==> src/rtl/qspi_host_if.sv <==
// Request/response handshake and QSPI pad bundle for qspi_host.
// master: the host controller side. slave: the requester / pad side.
interface qspi_host_if;
  logic        req_valid_i;
  logic        req_ready_o;
  logic [7:0]  req_cmd_i;
  logic        req_addr_en_i;
  logic [31:0] req_addr_i;
  logic [4:0]  req_dummy_i;
  logic        req_write_i;
  logic [2:0]  req_nbytes_i;
  logic [31:0] req_wdata_i;
  logic        rsp_valid_o;
  logic [31:0] rsp_rdata_o;
  logic        spi_sck_o;
  logic        spi_cs_o;
  logic [3:0]  spi_io_o;
  logic        spi_io_oe;
  logic [3:0]  spi_io_i;

  modport master (
    input  req_valid_i, req_cmd_i, req_addr_en_i, req_addr_i, req_dummy_i,
           req_write_i, req_nbytes_i, req_wdata_i, spi_io_i,
    output req_ready_o, rsp_valid_o, rsp_rdata_o, spi_sck_o, spi_cs_o,
           spi_io_o, spi_io_oe
  );

  modport slave (
    output req_valid_i, req_cmd_i, req_addr_en_i, req_addr_i, req_dummy_i,
           req_write_i, req_nbytes_i, req_wdata_i, spi_io_i,
    input  req_ready_o, rsp_valid_o, rsp_rdata_o, spi_sck_o, spi_cs_o,
           spi_io_o, spi_io_oe
  );
endinterface

==> src/rtl/qspi_host.sv <==
// QSPI initiator, SPI mode 0. One request at a time: CMD, optional quad
// ADDR, optional DUMMY, 0-4 quad DATA bytes, then CS hold and CS-high gap.
// Optional feature macro: QSPI_HOST_QUAD_CMD_EN (quad command phase,
// 2 SCK cycles instead of 8 single-bit cycles on IO0).
module qspi_host #(
  parameter int CLK_DIV        = 2,
  parameter int CS_HIGH_CYCLES = 4
) (
  input  logic        clk_i,
  input  logic        reset_ni,
  qspi_host_if.master bus
);

`ifdef QSPI_HOST_QUAD_CMD_EN
  localparam int CMD_BITS = 4;
`else
  localparam int CMD_BITS = 1;
`endif
  localparam logic [5:0]    CMD_CYC  = 6'(8 / CMD_BITS);
  localparam int            DW       = (CLK_DIV > 1) ? $clog2(CLK_DIV) : 1;
  localparam logic [DW-1:0] DIV_MAX  = DW'(CLK_DIV - 1);
  localparam int            HW       = (CS_HIGH_CYCLES > 1) ? $clog2(CS_HIGH_CYCLES) : 1;
  localparam logic [HW-1:0] HOLD_MAX = HW'(CS_HIGH_CYCLES - 1);

  typedef enum logic [2:0] {
    S_IDLE, S_CMD, S_ADDR, S_DUMMY, S_DATA, S_END, S_CSH
  } state_t;

  state_t        state, state_next, phase_next;
  logic [DW-1:0] div_cnt;
  logic [HW-1:0] hold_cnt;
  logic [5:0]    bit_cnt;   // SCK cycles left in the current phase
  logic          sck, cs, oe;
  logic [7:0]    cmd_sr;
  logic [31:0]   addr_sr, wdata_sr, rdata_sr;
  logic          addr_en, write;
  logic [4:0]    dummy;
  logic [2:0]    nbytes;
  logic          rsp_valid;
  logic [31:0]   rsp_rdata;
  logic [3:0]    io;
  logic [3:0]    cmd_io;
  logic          accept, tick, shifting, rise, fall, last;
  logic [2:0]    nb_in;

  assign tick     = (div_cnt == DIV_MAX);
  assign shifting = (state == S_CMD) || (state == S_ADDR) ||
                    (state == S_DUMMY) || (state == S_DATA);
  assign rise     = shifting && tick && !sck;
  assign fall     = shifting && tick && sck;
  assign last     = fall && (bit_cnt == 6'd1);
  assign accept   = (state == S_IDLE) && bus.req_valid_i;
  assign nb_in    = (bus.req_nbytes_i > 3'd4) ? 3'd4 : bus.req_nbytes_i;

`ifdef QSPI_HOST_QUAD_CMD_EN
  assign cmd_io = cmd_sr[7:4];
`else
  assign cmd_io = {3'b000, cmd_sr[7]};
`endif

  // Pad drive: the top of the active shift register; data is advanced on
  // SCK falling edges so it is stable across the following rising edge.
  always_comb begin
    io = 4'h0;
    case (state)
      S_CMD:   io = cmd_io;
      S_ADDR:  io = addr_sr[31:28];
      S_DATA:  io = write ? wdata_sr[31:28] : 4'h0;
      default: io = 4'h0;
    endcase
  end

  // Next phase after the current one; phases with no SCK cycles are skipped.
  always_comb begin
    phase_next = S_END;
    if (state == S_CMD && addr_en)
      phase_next = S_ADDR;
    else if ((state == S_CMD || state == S_ADDR) && dummy != 5'd0)
      phase_next = S_DUMMY;
    else if (state != S_DATA && nbytes != 3'd0)
      phase_next = S_DATA;
  end

  // Sequencer next-state.
  always_comb begin
    state_next = state;
    case (state)
      S_IDLE:                          if (accept) state_next = S_CMD;
      S_CMD, S_ADDR, S_DUMMY, S_DATA:  if (last) state_next = phase_next;
      S_END:                           if (tick) state_next = S_CSH;
      S_CSH:                           if (hold_cnt == '0) state_next = S_IDLE;
      default:                         state_next = S_IDLE;
    endcase
  end

  // Sequencer state register.
  always_ff @(posedge clk_i or negedge reset_ni) begin
    if (!reset_ni) state <= S_IDLE;
    else           state <= state_next;
  end

  // Datapath: SCK divider, request latch, shift registers, pad control, response.
  always_ff @(posedge clk_i or negedge reset_ni) begin
    if (!reset_ni) begin
      div_cnt   <= '0;
      hold_cnt  <= '0;
      bit_cnt   <= '0;
      sck       <= 1'b0;
      cs        <= 1'b1;
      oe        <= 1'b0;
      cmd_sr    <= '0;
      addr_sr   <= '0;
      wdata_sr  <= '0;
      rdata_sr  <= '0;
      addr_en   <= 1'b0;
      write     <= 1'b0;
      dummy     <= '0;
      nbytes    <= '0;
      rsp_valid <= 1'b0;
      rsp_rdata <= '0;
    end else begin
      rsp_valid <= 1'b0;

      if (shifting || state == S_END) div_cnt <= tick ? '0 : div_cnt + 1'b1;
      else                            div_cnt <= '0;

      if (shifting && tick) sck <= ~sck;

      if (accept) begin
        cs       <= 1'b0;
        oe       <= 1'b1;
        cmd_sr   <= bus.req_cmd_i;
        addr_sr  <= bus.req_addr_i;
        addr_en  <= bus.req_addr_en_i;
        dummy    <= bus.req_dummy_i;
        write    <= bus.req_write_i;
        nbytes   <= nb_in;
        // Left-justify the n sent bytes so the shift always leaves from bit 31.
        wdata_sr <= bus.req_wdata_i << (6'd32 - {nb_in, 3'b000});
        rdata_sr <= '0;
        bit_cnt  <= CMD_CYC;
      end

      if (rise && state == S_DATA && !write)
        rdata_sr <= {rdata_sr[27:0], bus.spi_io_i};

      if (fall) begin
        if (!last) begin
          bit_cnt <= bit_cnt - 6'd1;
          case (state)
            S_CMD:   cmd_sr <= cmd_sr << CMD_BITS;
            S_ADDR:  addr_sr <= addr_sr << 4;
            S_DATA:  if (write) wdata_sr <= wdata_sr << 4;
            default: ;
          endcase
        end else begin
          case (phase_next)
            S_ADDR:  begin bit_cnt <= 6'd8;               oe <= 1'b1;  end
            S_DUMMY: begin bit_cnt <= {1'b0, dummy};      oe <= 1'b0;  end
            S_DATA:  begin bit_cnt <= {2'b00, nbytes, 1'b0}; oe <= write; end
            default: ;
          endcase
        end
      end

      if (state == S_END && tick) begin
        cs        <= 1'b1;
        oe        <= 1'b0;
        rsp_valid <= 1'b1;
        rsp_rdata <= (write || nbytes == 3'd0) ? '0 : rdata_sr;
        hold_cnt  <= HOLD_MAX;
      end

      if (state == S_CSH && hold_cnt != '0) hold_cnt <= hold_cnt - 1'b1;
    end
  end

  assign bus.req_ready_o = (state == S_IDLE);
  assign bus.rsp_valid_o = rsp_valid;
  assign bus.rsp_rdata_o = rsp_rdata;
  assign bus.spi_sck_o   = sck;
  assign bus.spi_cs_o    = cs;
  assign bus.spi_io_o    = io;
  assign bus.spi_io_oe   = oe;

endmodule

==> src/flat_wrapper.sv <==
// flat-port wrapper written by rule: the top's interface ports become plain ports
module qspi_host_flat 
#(
  parameter int CLK_DIV        = 2,
  parameter int CS_HIGH_CYCLES = 4
)
  (clk_i, reset_ni, bus_req_valid_i, bus_req_cmd_i, bus_req_addr_en_i, bus_req_addr_i, bus_req_dummy_i, bus_req_write_i, bus_req_nbytes_i, bus_req_wdata_i, bus_spi_io_i, bus_req_ready_o, bus_rsp_valid_o, bus_rsp_rdata_o, bus_spi_sck_o, bus_spi_cs_o, bus_spi_io_o, bus_spi_io_oe);
  qspi_host_if bus_i ();
  input  logic clk_i;
  input  logic reset_ni;
  input wire logic [$bits(bus_i.req_valid_i)-1:0] bus_req_valid_i;
  input wire logic [$bits(bus_i.req_cmd_i)-1:0] bus_req_cmd_i;
  input wire logic [$bits(bus_i.req_addr_en_i)-1:0] bus_req_addr_en_i;
  input wire logic [$bits(bus_i.req_addr_i)-1:0] bus_req_addr_i;
  input wire logic [$bits(bus_i.req_dummy_i)-1:0] bus_req_dummy_i;
  input wire logic [$bits(bus_i.req_write_i)-1:0] bus_req_write_i;
  input wire logic [$bits(bus_i.req_nbytes_i)-1:0] bus_req_nbytes_i;
  input wire logic [$bits(bus_i.req_wdata_i)-1:0] bus_req_wdata_i;
  input wire logic [$bits(bus_i.spi_io_i)-1:0] bus_spi_io_i;
  output wire logic [$bits(bus_i.req_ready_o)-1:0] bus_req_ready_o;
  output wire logic [$bits(bus_i.rsp_valid_o)-1:0] bus_rsp_valid_o;
  output wire logic [$bits(bus_i.rsp_rdata_o)-1:0] bus_rsp_rdata_o;
  output wire logic [$bits(bus_i.spi_sck_o)-1:0] bus_spi_sck_o;
  output wire logic [$bits(bus_i.spi_cs_o)-1:0] bus_spi_cs_o;
  output wire logic [$bits(bus_i.spi_io_o)-1:0] bus_spi_io_o;
  output wire logic [$bits(bus_i.spi_io_oe)-1:0] bus_spi_io_oe;
  assign bus_i.req_valid_i = bus_req_valid_i;
  assign bus_i.req_cmd_i = bus_req_cmd_i;
  assign bus_i.req_addr_en_i = bus_req_addr_en_i;
  assign bus_i.req_addr_i = bus_req_addr_i;
  assign bus_i.req_dummy_i = bus_req_dummy_i;
  assign bus_i.req_write_i = bus_req_write_i;
  assign bus_i.req_nbytes_i = bus_req_nbytes_i;
  assign bus_i.req_wdata_i = bus_req_wdata_i;
  assign bus_i.spi_io_i = bus_spi_io_i;
  assign bus_req_ready_o = bus_i.req_ready_o;
  assign bus_rsp_valid_o = bus_i.rsp_valid_o;
  assign bus_rsp_rdata_o = bus_i.rsp_rdata_o;
  assign bus_spi_sck_o = bus_i.spi_sck_o;
  assign bus_spi_cs_o = bus_i.spi_cs_o;
  assign bus_spi_io_o = bus_i.spi_io_o;
  assign bus_spi_io_oe = bus_i.spi_io_oe;
  qspi_host #(.CLK_DIV(CLK_DIV), .CS_HIGH_CYCLES(CS_HIGH_CYCLES)) u_core (.clk_i(clk_i), .reset_ni(reset_ni), .bus(bus_i));
endmodule
==> config.mk <==
export PLATFORM = sky130hd
export DESIGN_NAME = qspi_host_flat
export DESIGN_NICKNAME = d
export VERILOG_FILES = /design/src/rtl/qspi_host_if.sv /design/src/rtl/qspi_host.sv /design/src/flat_wrapper.sv
export SDC_FILE = /design/constraint.sdc
export NUM_CORES = 1
export LEC_CHECK = 0
export BUFFER_PORTS_ARGS = -buffer_cell sky130_fd_sc_hd__buf_2
export CAP_MARGIN = 0
export CORE_UTILIZATION = 28
export CTS_BUF_LIST = sky130_fd_sc_hd__clkbuf_16
export CTS_CLUSTER_SIZE = 8
export DETAILED_ROUTE_END_ITERATION = 7
export GPL_TIMING_DRIVEN = 0
export HOLD_SLACK_MARGIN = 0.02
export RECOVER_POWER = 50
export SKIP_LAST_GASP = 1
export SYNTH_ARGS = -nofsm -noshare
export SYNTH_HDL_FRONTEND = slang
export SYNTH_SLANG_ARGS = --single-unit
==> constraint.sdc <==
create_clock -name clk_i -period 2.8 [get_ports clk_i]
set_clock_uncertainty 0.15 [all_clocks]
set_input_delay 0.56 -clock clk_i [delete_from_list [all_inputs] [get_ports clk_i]]
set_output_delay 0.56 -clock clk_i [all_outputs]
set_load 0.005 [all_outputs]
Yosys cells after proc, flatten, opt, wreduce, memory -nomap -nowiden
Cells that the tools add are included.
- bits in registers: 162
- input port bits: 89
- output and inout port bits: 41
- add/subtract/negate cells: 4
- magnitude comparators: 1
- equal/unequal tests: 15
- shift-type cells: 1
- muxes and demuxes: 43
- bitwise operators: 1
- reduce and logical (&&, ||, !) cells: 30
- operators with widths (cell ; count):
    two-way mux 32 bit ; 12
    two-way mux 8 bit ; 4
    left shift 32 x 6 -> 32 bit ; 1
    two-way mux 3 bit ; 7
    two-way mux 6 bit ; 3
    case mux 6 bit (3 select lines) ; 1
    equality test 3 x 2 -> 1 bit, second input constant ; 4
    equality test 3 bit, second input constant ; 4
    logical AND 1 bit ; 12
    case mux 3 bit (4 select lines) ; 1
    case mux 4 bit (3 select lines) ; 1
    two-way mux 1 bit ; 10
    != test 2 x 1 -> 1 bit, second input constant ; 4
    nonzero test 2 bit ; 4
    equality test 6 x 1 -> 1 bit, second input constant ; 1
    zero test 3 bit ; 2
    subtractor 6 x 1 -> 6 bit, second input constant ; 1
    subtractor 6 bit, first input constant ; 1
    logical OR 1 bit ; 5
    nonzero test 5 bit ; 1
    two-way mux 2 bit ; 2
    two-way mux 4 bit ; 1
    AND reduction 4 bit ; 1
    OR reduction 4 bit ; 1
    10 further kinds ; 11

Depth between registers and ports, before layout
Gate-level depths: netlist of run 1.
- depth in word-level cells: 10
- depth in mapped cells: 11

Worst setup path after synthesis of run 1
No wires, ideal clock.
- path type: input-to-reg
- from: input port bus_req_nbytes_i[0]
- to: register u_core.wdata_sr[27]
- arrival: 2.710 ns
- required time: 2.515 ns
- slack: -0.195 ns
- stages: 10
- cells stage by stage: nor2b_1 > inv_2 > buf_1 > clkbuf_1 > ha_1 > buf_2 > buf_1 > mux4_2 > a22oi_1 > o21ai_0
- longest elaborated chain between the ends: 9
- ends and longest elaborated chain (item ; line ; RTL):
    start, declared ; flat_wrapper.sv:17 ; input wire logic [$bits(bus_i.req_nbytes_i)-1:0] bus_req_nbytes_i;
    greater-than comparator 3 bit ; qspi_host.sv:53 ; assign nb_in = (bus.req_nbytes_i > 3'd4) ? 3'd4 : bus.req_nbytes_i;
    two-way mux 3 bit * ; qspi_host.sv:53 ;
    subtractor 6 bit * ; qspi_host.sv:139 ; wdata_sr <= bus.req_wdata_i << (6'd32 - {nb_in, 3'b000});
    left shift 32 x 6 -> 32 bit * ; qspi_host.sv:139 ;
    two-way mux 32 bit * ; qspi_host.sv:129 ; if (accept) begin
    two-way mux 32 bit ; qspi_host.sv:153 ; S_DATA: if (write) wdata_sr <= wdata_sr << 4;
    two-way mux 32 bit ; qspi_host.sv:150 ; case (state)
    two-way mux 32 bit ; qspi_host.sv:148 ; if (!last) begin
    two-way mux 32 bit * ; qspi_host.sv:147 ; if (fall) begin
    end signal, assigned ; qspi_host.sv:139 ;
    end signal, assigned ; qspi_host.sv:153 ;
    end, declared ; qspi_host.sv:35 ; logic [31:0] addr_sr, wdata_sr, rdata_sr;
Every way passes the cells marked *; elsewhere a longest branch is shown, timed or not.
A chain may end at the register's enable or synchronous reset.

Worst setup path after layout of run 1
- from: input port bus_req_nbytes_i[2]
- to: register u_core.wdata_sr[27]
Same word-level chain as after synthesis.

==> flow_metrics.tcl, run 1 <==
set metrics [dict create \
    synth-seq-area-share_pct 52.5 \
    hold_viol 0 \
    die_h_um 168 \
    path_max_fanout 10 \
    first_pass_iters 5 \
    numCtsBuffers 17 \
    synth_top_area_cell "dfrtp_1" \
    clock-sinks 162 \
    r2r_slack_ns 0.33 \
    pin_count 130 \
    vias_per_cell 5.00 \
    synth_area_leaders "dfrtp_1 52%, nand2_1 9.1%, mux2i_1 5.6%" \
    syn_avg_cell_area_um2 9.74 \
    drive_above_1_share_pct 21.3 \
    cts_max_level 4 \
    yosysWarningCount 0 \
    diodes 0 \
    crit_type "input pin to register" \
    cp_data_arrival_time_ns 2.74 \
    synth_common_cells "187 x nand2_1, 161 x dfrtp_1, 63 x o21ai_0" \
    final_area_mm2 0.00939 \
    synth_most_common_cell "nand2_1" \
    worstSetupEndpointType "register" \
    ir_drop_v 0.000395 \
    finalMaxSlewViolations 0 \
    row_count 60 \
    postCtsSetupBuffers 0 \
    outcome "finished, final reports clean" \
    max_freq_mhz 384 \
    slew_headroom_pct 24.2 \
    grtUsageTotal_pct 15.9 \
    routed_wl_um 21300 \
    ys_ff_latch 162 \
    rsz0062_at_grt "no" \
    crit_required_ns 2.94 \
    min_from "bus_req_write_i" \
    synth_cell_types 59 \
    start_util_pct 28.6 \
    grt_pass1_wl_um 35300 \
    synth_edf_count 0 \
    power_density_mw_per_mm2 923 \
    antenna_found_initial 0 \
    maxCapViolations 0 \
    grt_pass1_vias 6407 \
    tritoncts "built" \
    clock-root-buffer "clkbuf_16" \
    critPathLaunchType "input pin" \
    syn_nets 886 \
    wl_per_cell_um 16.4 \
    cts_buffer_depth 2 \
    cts.clk_slew.worst_paths_ns 0.07 \
    whs_endpoint "u_core.write" \
    worst_slew_pin_slew_ns 1.14 \
    fin_util_pct 34.7 \
    synth_top_area_share_pct 52.1 \
    drc 0 \
    worstReg2RegStart "u_core.state[0]" \
    hp-class "input pin to register" \
    nets 1034 \
    dpl-instance-area_mm2 0.00884 \
    period_share_pct 93.1 \
    r2r_end "u_core.rdata_sr[12]" \
    cp_top_family "buffers and inverters" \
    fillers 2809 \
    port_buffers 129 \
    final_cells 1295 \
    dieWidth_um 168 \
    numPlacedInstances 1264 \
    setup_viol 0 \
    core-area_mm2 0.0270 \
    rr_worst_depth 6 \
    crit_buf_inv 6 \
    die-area_mm2 0.0283 \
    syn_to_final_growth_pct 21.5 \
    vias 6478 \
    holdPathStages 3 \
    drtAntennaViolNets 0 \
    slowest_delay_ns 0.33 \
    synth_area_mm2 0.00773 \
    grt_overflow 0 \
    slowest_stage "mux4_2" \
    drt_iter0_drc 492 \
    dominantRegCellSynth "dfrtp_1" \
    place_congestion 0.868 \
    netlist_instances 793 \
    async_reset_ff_share_pct 100 \
    fin_crit_ns 2.61 \
    p_leak_uw 0.00439 \
    grt_max_degree 83 \
    setup-tns-final_ns 0 \
    clk_latency_ns 0.43 \
    path_cells "buf_2 -> nor2b_4 -> inv_2 -> clkbuf_2 -> buf_2 -> ha_1 -> clkbuf_4 -> clkbuf_4 -> mux4_2 -> a22oi_1 -> o21ai_0" \
    hpwl_um 15500 \
]
cell usage in the layout (no fill, tap or decap), types with 3 or more instances in the layout:
cell type	instances
clkbuf_4	4
mux4_2	8
a21oi_1	20
clkbuf_2	4
nor2_1	48
nand2b_1	3
or3_1	4
inv_6	5
buf_1	3
ha_1	4
and2_1	3
a22o_1	32
a22oi_1	24
buf_4	4
nand3_1	43
buf_2	130
and3_1	3
a221oi_1	13
nor3_1	10
nor2b_1	3
clkinvlp_4	3
dfrtp_1	161
inv_8	3
buf_6	5
a211oi_1	6
inv_1	8
o21ai_1	8
nor4_1	3
clkbuf_1	35
mux2i_1	43
clkbuf_16	17
o31ai_1	3
o21ai_0	63
nand2_1	187
worst max path at each step:
stage               cells past startpoint                   to  slack (ns)           startpoint
floorplan                              10  u_core.wdata_sr[27]        0.05  bus_req_nbytes_i[0]
global placement                        1     u_core.cmd_sr[2]       -1.61             reset_ni
detailed placement                     11  u_core.wdata_sr[30]       -0.42  bus_req_nbytes_i[2]
CTS                                     6      bus_spi_io_o[3]       0.002      u_core.state[2]
global route                           11  u_core.wdata_sr[30]        0.04  bus_req_nbytes_i[2]
finish                                 11  u_core.wdata_sr[27]        0.19  bus_req_nbytes_i[2]
what timing repair did:
item,4_1_cts,5_1_grt
gates resized for setup,1,10
endpoints found under the hold margin,79,0
pin swaps,0,1
setup endpoints to repair,4,35
hold buffers,1,0
cell families after synthesis:
kind of cell / synth area share (%)
AO/OA/AOI/OAI: 16.1
XOR/XNOR: 0.340
adder cells (fa/ha/maj): 0.648
buffers and inverters: 4.15
flip-flops: 52.5
multiplexers: 7.90
AND/OR/NAND/NOR: 18.3
metrics by stage:
step / hold WS [ns] / power (uW) / worst slack [ns]
2_1_floorplan: 0.114 / 5490 / 0.0526
3_3_place_gp: 0.296 / 6360 / -1.61
3_5_place_dp: 0.302 / 6440 / -0.416
4_1_cts: 0.152 / 8770 / 0.00174
5_1_grt: 0.161 / 9320 / 0.0356
6_report: 0.178 / 8660 / 0.194
state kept, by name, indices dropped and copies added, names as in the netlist:
signal and cells:
u_core.bus.spi_cs_o 1, u_core.cmd_sr 8, u_core.addr_en 1, u_core.wdata_sr 32, u_core.bus.rsp_valid_o 1, u_core.rdata_sr 32
u_core.div_cnt 1, u_core.bit_cnt 6, u_core.bus.rsp_rdata_o 32, u_core.state 3, u_core.bus.spi_sck_o 1, u_core.bus.spi_io_oe 1
u_core.nbytes 3, u_core.hold_cnt 2, u_core.dummy 5, u_core.addr_sr 32, u_core.write 1
worst reg2reg max path, stage by stage (launching register included):
cell and delay (ns):
dfrtp_1 0.36, buf_2 0.16, nor2_1 0.54, nor4b_2 0.57
clkbuf_1 0.43, nand2_1 0.13, nand2_1 0.07
cell type report:
type	instances	area (um2)	area share, %
Clock buffer	17	425	4.53
Sequential cell	162	4060	43.2
Buffer	55	292	3.11
Tap cell	341	427	4.54
Inverter	9	35.0	0.373
Timing Repair Buffer	131	648	6.90
Multi-Input combinational cell	565	3360	35.8
Clock inverter	15	146	1.56
report_power, final:
part,leakage (uW),internal (uW),total [uW],switching [uW]
Combinational,0.00201,1140,2730,1600
Sequential,0.00211,3100,3620,515
Clock,0.000276,1250,2310,1060
layer usage:
layer  routed length (um)  up-vias  GRT usage [%]
li1                     -     3111              -
met5                    0        -              0
met3                 1030       17           3.41
met1                10200     3158           22.4
met2                 9780      192           24.8
met4                  232        0           4.11
No activity file was read; power rests on OpenSTA's default activity.
==> inputs of run 2 (changes only) <==
--- a/config.mk
+++ b/config.mk
@@ -11,7 +11,7 @@
 export CTS_BUF_LIST = sky130_fd_sc_hd__clkbuf_16
 export CTS_CLUSTER_SIZE = 8
 export DETAILED_ROUTE_END_ITERATION = 7
-export GPL_TIMING_DRIVEN = 0
+export GPL_TIMING_DRIVEN = 1
 export HOLD_SLACK_MARGIN = 0.02
 export RECOVER_POWER = 50
 export SKIP_LAST_GASP = 1
==> flow_metrics.tcl, run 2 (same netlist as run 1, synthesis figures left out) <==
set metrics [dict create \
    outcome "finished with violations" \
    r2r_end "u_core.addr_sr[6]" \
    critPathLaunchType "register" \
    period_share_pct 92.7 \
    r2r_slack_ns 0.33 \
    power_density_mw_per_mm2 920 \
    min_from "bus_req_dummy_i[4]" \
    crit_required_ns 2.09 \
    drive_above_1_share_pct 21.2 \
    vias 6200 \
    worstReg2RegStart "u_core.state[0]" \
    mostFrequentLayoutCells "187 x nand2_1, 161 x dfrtp_1, 111 x buf_2" \
    worstSetupEndpointType "output port" \
    cp_data_arrival_time_ns 1.88 \
    routed_wl_um 20000 \
    maxCapViolations 1 \
    rsz0062_at_grt "no" \
    cts.clk_slew.worst_paths_ns 0.07 \
    hp-class "input pin to register" \
    postCtsSetupBuffers 0 \
    setup-tns-final_ns 0 \
    dieWidth_um 168 \
    holdPathStages 3 \
    layout_commonest_cell "nand2_1" \
    core-area_mm2 0.0270 \
    start_util_pct 28.6 \
    path_cells "nor2b_1 -> a21oi_1 -> o21ai_0 -> buf_2" \
    cp_top_family "flip-flops" \
    path_max_fanout 18 \
    nets 1003 \
    max_freq_mhz 385 \
    crit_buf_inv 1 \
    grt_pass1_wl_um 32200 \
    p_leak_uw 0.00432 \
    grt_pass1_vias 6021 \
    cts_buffer_depth 2 \
    fin_crit_ns 2.59 \
    violations "max-capacitance violations, max-slew violations" \
    numPlacedInstances 1231 \
    wl_per_cell_um 15.8 \
    rr_worst_depth 6 \
    tritoncts "built" \
    slew_headroom_pct -19.0 \
    grt_max_degree 69 \
    grt_overflow 0 \
    first_pass_iters 5 \
    drtAntennaViolNets 0 \
    drc 0 \
    worst_slew_pin_slew_ns 1.79 \
    port_buffers 129 \
    row_count 60 \
    drt_iter0_drc 499 \
    finalMaxSlewViolations 68 \
    crit_type "register to output port" \
    clk_latency_ns 0.42 \
    pin_count 130 \
    clock-sinks 162 \
    slowest_stage "dfrtp_1" \
    die-area_mm2 0.0283 \
    grtUsageTotal_pct 14.4 \
    final_cells 1265 \
    syn_to_final_growth_pct 20.9 \
    die_h_um 168 \
    hpwl_um 13700 \
    slowest_delay_ns 0.66 \
    place_congestion 0.838 \
    clock-root-buffer "clkbuf_16" \
    dpl-instance-area_mm2 0.00880 \
    cts_max_level 4 \
    whs_endpoint "u_core.dummy[4]" \
    vias_per_cell 4.90 \
    final_area_mm2 0.00934 \
    ir_drop_v 0.000421 \
    antenna_found_initial 3 \
    hold_viol 0 \
    numCtsBuffers 17 \
    setup_viol 0 \
]
-- run 2: cell count changes in the layout (fill, tap and decap cells not counted), sizes merged --
cell | previous run | this run
clkinv | 3 | 5
diode | 0 | 1
clkbuf | 60 | 36
bufinv | 1 | 0
inv | 17 | 16
buf | 142 | 135
-- run 2: worst max-delay path by stage --
| stage | slack [ns] | startpoint | cells after the start | to |
|---|---|---|---|---|
| floorplan | 0.05 | bus_req_nbytes_i[0] | 10 | u_core.wdata_sr[27] |
| global placement | 0.41 | u_core.state[0] | 6 | u_core.addr_sr[4] |
| detailed placement | 0.36 | bus_req_nbytes_i[2] | 8 | u_core.wdata_sr[20] |
| CTS | 0.15 | u_core.state[0] | 4 | bus_spi_io_o[0] |
| global route | 0.02 | reset_ni | 3 | u_core.bus.spi_cs_o |
| finish | 0.21 | u_core.state[0] | 4 | bus_spi_io_o[0] |
-- run 2: through the flow --
| step | worst slack [ns] | utilization, % | hold slack [ns] | total power [uW] |
|---|---|---|---|---|
| floorplan | 0.0526 | - | 0.114 | 5490 |
| global placement | 0.412 | 32.5 | 0.301 | 6340 |
| detailed placement | 0.361 | 32.5 | 0.299 | 6440 |
| CTS | 0.154 | 34.7 | 0.162 | 8720 |
| global route | 0.0191 | 34.6 | 0.171 | 9210 |
| finish | 0.206 | 34.6 | 0.180 | 8590 |
-- run 2: worst register-to-register path: stages, from the launching register on --
cell and delay, ns:
dfrtp_1 0.57, or3_1 0.52, clkinv_2 0.12, and2_2 0.41
buf_12 0.26, mux2i_1 0.23, o21ai_0 0.09
-- run 2: power by group --
group          internal, uW  switching (uW)
registers              3100             601
clock network          1180            1070
logic                  1140            1500
-- run 2: repair_timing --
item,CTS,global route
setup endpoints to repair,0,0
hold buffers,1,0
hold endpoints to repair,4,0
resized for setup,0,0
-- run 2: cell type report --
type	count	area [um2]
well taps	341	427
multi-input cells	565	3370
inverters	9	35.0
diodes	1	2.50
clock inverters	15	141
clock buffers	17	425
flip-flops and latches	162	4060
repair buffers	155	882
fillers	2815	17700
-- run 2: per-layer routing --
layer | vias to the layer above | wire (um) | track usage (%)
li1 | 3044 | - | -
met1 | 2985 | 9580 | 19.9
met2 | 156 | 9270 | 22.7
met3 | 11 | 927 | 3.34
met4 | 4 | 170 | 3.75
met5 | - | 27 | 0
==> inputs of run 3 (changes only) <==
--- a/config.mk
+++ b/config.mk
@@ -5,7 +5,7 @@
 export SDC_FILE = /design/constraint.sdc
 export NUM_CORES = 1
 export LEC_CHECK = 0
-export BUFFER_PORTS_ARGS = -buffer_cell sky130_fd_sc_hd__buf_2
+export BUFFER_PORTS_ARGS = -buffer_cell sky130_fd_sc_hd__clkbuf_2
 export CAP_MARGIN = 0
 export CORE_UTILIZATION = 28
 export CTS_BUF_LIST = sky130_fd_sc_hd__clkbuf_16
==> flow_metrics.tcl, run 3 (same netlist as run 1, synthesis figures left out) <==
set metrics [dict create \
    clock-root-buffer "clkbuf_16" \
    core-area_mm2 0.0270 \
    fin_crit_ns 2.60 \
    cp_data_arrival_time_ns 1.89 \
    worstSetupEndpointType "output port" \
    layout_commonest_cell "nand2_1" \
    crit_required_ns 2.09 \
    worst_slew_pin_slew_ns 1.50 \
    rsz0062_at_grt "no" \
    period_share_pct 92.8 \
    cts.clk_slew.worst_paths_ns 0.06 \
    syn_to_final_growth_pct 21.3 \
    row_count 60 \
    clock-sinks 162 \
    maxCapViolations 1 \
    mostFrequentLayoutCells "187 x nand2_1, 161 x dfrtp_1, 110 x clkbuf_2" \
    die-area_mm2 0.0283 \
    seqCellArea_mm2 0.00406 \
    finalMaxSlewViolations 58 \
    startpoint "u_core.state[1]" \
    hpwl_um 13600 \
    cts_max_level 4 \
    port_buffers 129 \
    rr_worst_depth 6 \
    grt_pass1_vias 5980 \
    outcome "finished with violations" \
    power_density_mw_per_mm2 941 \
    drive_above_1_share_pct 20.8 \
    drc 0 \
    grtUsageTotal_pct 14.5 \
    grt_pass1_wl_um 32500 \
    vias 6258 \
    clk_latency_ns 0.42 \
    hold_viol 0 \
    max_freq_mhz 385 \
    slowest_delay_ns 0.68 \
    ir_drop_v 0.000427 \
    holdPathStages 3 \
    path_cells "inv_1 -> nor2_1 -> a22oi_1 -> nor2_1 -> clkbuf_2" \
    tritoncts "built" \
    drt_iter0_drc 359 \
    multiInputGateArea_mm2 0.00337 \
    crit_type "register to output port" \
    slowest_stage "dfrtp_1" \
    setup-tns-final_ns 0 \
    slew_headroom_pct -0.201 \
    first_pass_iters 4 \
    p_leak_uw 0.00433 \
    whs_ns 0.178 \
    antenna_found_initial 2 \
    path_common_cell "nor2_1" \
    routed_wl_um 19900 \
    start_util_pct 28.6 \
    grt_overflow 0 \
    critPathLaunchType "register" \
    fillers 2790 \
    cts_buffer_depth 2 \
    hp-class "input pin to register" \
    violations "max-capacitance violations, max-slew violations" \
    place_congestion 0.830 \
    die_h_um 168 \
    drtAntennaViolNets 0 \
    r2r_end "u_core.wdata_sr[6]" \
    pin_count 130 \
    r2r_slack_ns 0.31 \
    critPathCapture "bus_spi_io_o[2]" \
    dieWidth_um 168 \
    numCtsBuffers 17 \
    wl_per_cell_um 15.7 \
    grt_max_degree 61 \
    setup_viol 0 \
    worstReg2RegStart "u_core.state[1]" \
    path_max_fanout 17 \
    nets 1002 \
    vias_per_cell 4.95 \
]
==> run 3: critical path: cells and delay by family (launching register included) <==
family / cells / cell delay, ns
AND/OR/NAND/NOR: 2 / 0.34
flip-flops: 1 / 0.68
AO/OA/AOI/OAI: 1 / 0.12
buffers and inverters: 2 / 0.33
==> run 3: timing repair <==
item	4_1_cts	5_1_grt
setup buffers	0	0
gates resized for setup	0	1
endpoints found under the setup margin	0	1
hold buffers	1	0
endpoints found under the hold margin	53	0
==> run 3: how the worst min path moves through the flow <==
stage                             start                   to  slack (ns)
finish                  bus_spi_io_i[1]   u_core.rdata_sr[1]        0.18
global route            bus_spi_io_i[1]   u_core.rdata_sr[1]        0.17
CTS                     bus_spi_io_i[2]   u_core.rdata_sr[2]        0.15
detailed placement  u_core.bus.spi_cs_o  u_core.bus.spi_cs_o        0.30
global placement    u_core.bus.spi_cs_o  u_core.bus.spi_cs_o        0.30
floorplan                      reset_ni       u_core.addr_en        0.11
==> run 3: where the power goes <==
part / switching, uW / leakage (uW) / internal, uW
clock: 1040 / 0.000305 / 1430
sequential: 580 / 0.00211 / 3100
combinational: 1530 / 0.00192 / 1140
==> run 3: final cells by class <==
cell class	count	share of cell area [%]
antenna	1	0.0267
clock buffer	17	4.54
clock inverter	15	2.10
inverter	9	0.374
multi-input combinational	565	36.0
sequential	162	43.3
tap	341	4.55
timing repair buffer	154	9.17
==> run 3: per-layer routing <==
layer / GRT usage [%] / wire length (um) / vias up
li1: - / - / 3031
met1: 20.1 / 9470 / 3065
met4: 3.95 / 214 / 2
met5: 0 / 17 / -
met2: 22.8 / 9230 / 145
met3: 3.36 / 939 / 15
==> run 3: stage by stage <==
step | total power, uW | cell area [um2] | utilization [%] | worst slack, ns | std cells
global placement | 6360 | 8790 | 32.5 | 0.440 | 1230
detailed placement | 6440 | 8790 | 32.5 | 0.375 | 1230
finish | 8830 | 9380 | 34.7 | 0.201 | 1264
floorplan | 5490 | 7730 | - | 0.0526 | 793
global route | 9490 | 9370 | 34.7 | 0.0282 | 1263
CTS | 8960 | 9420 | 34.9 | 0.00861 | 1263
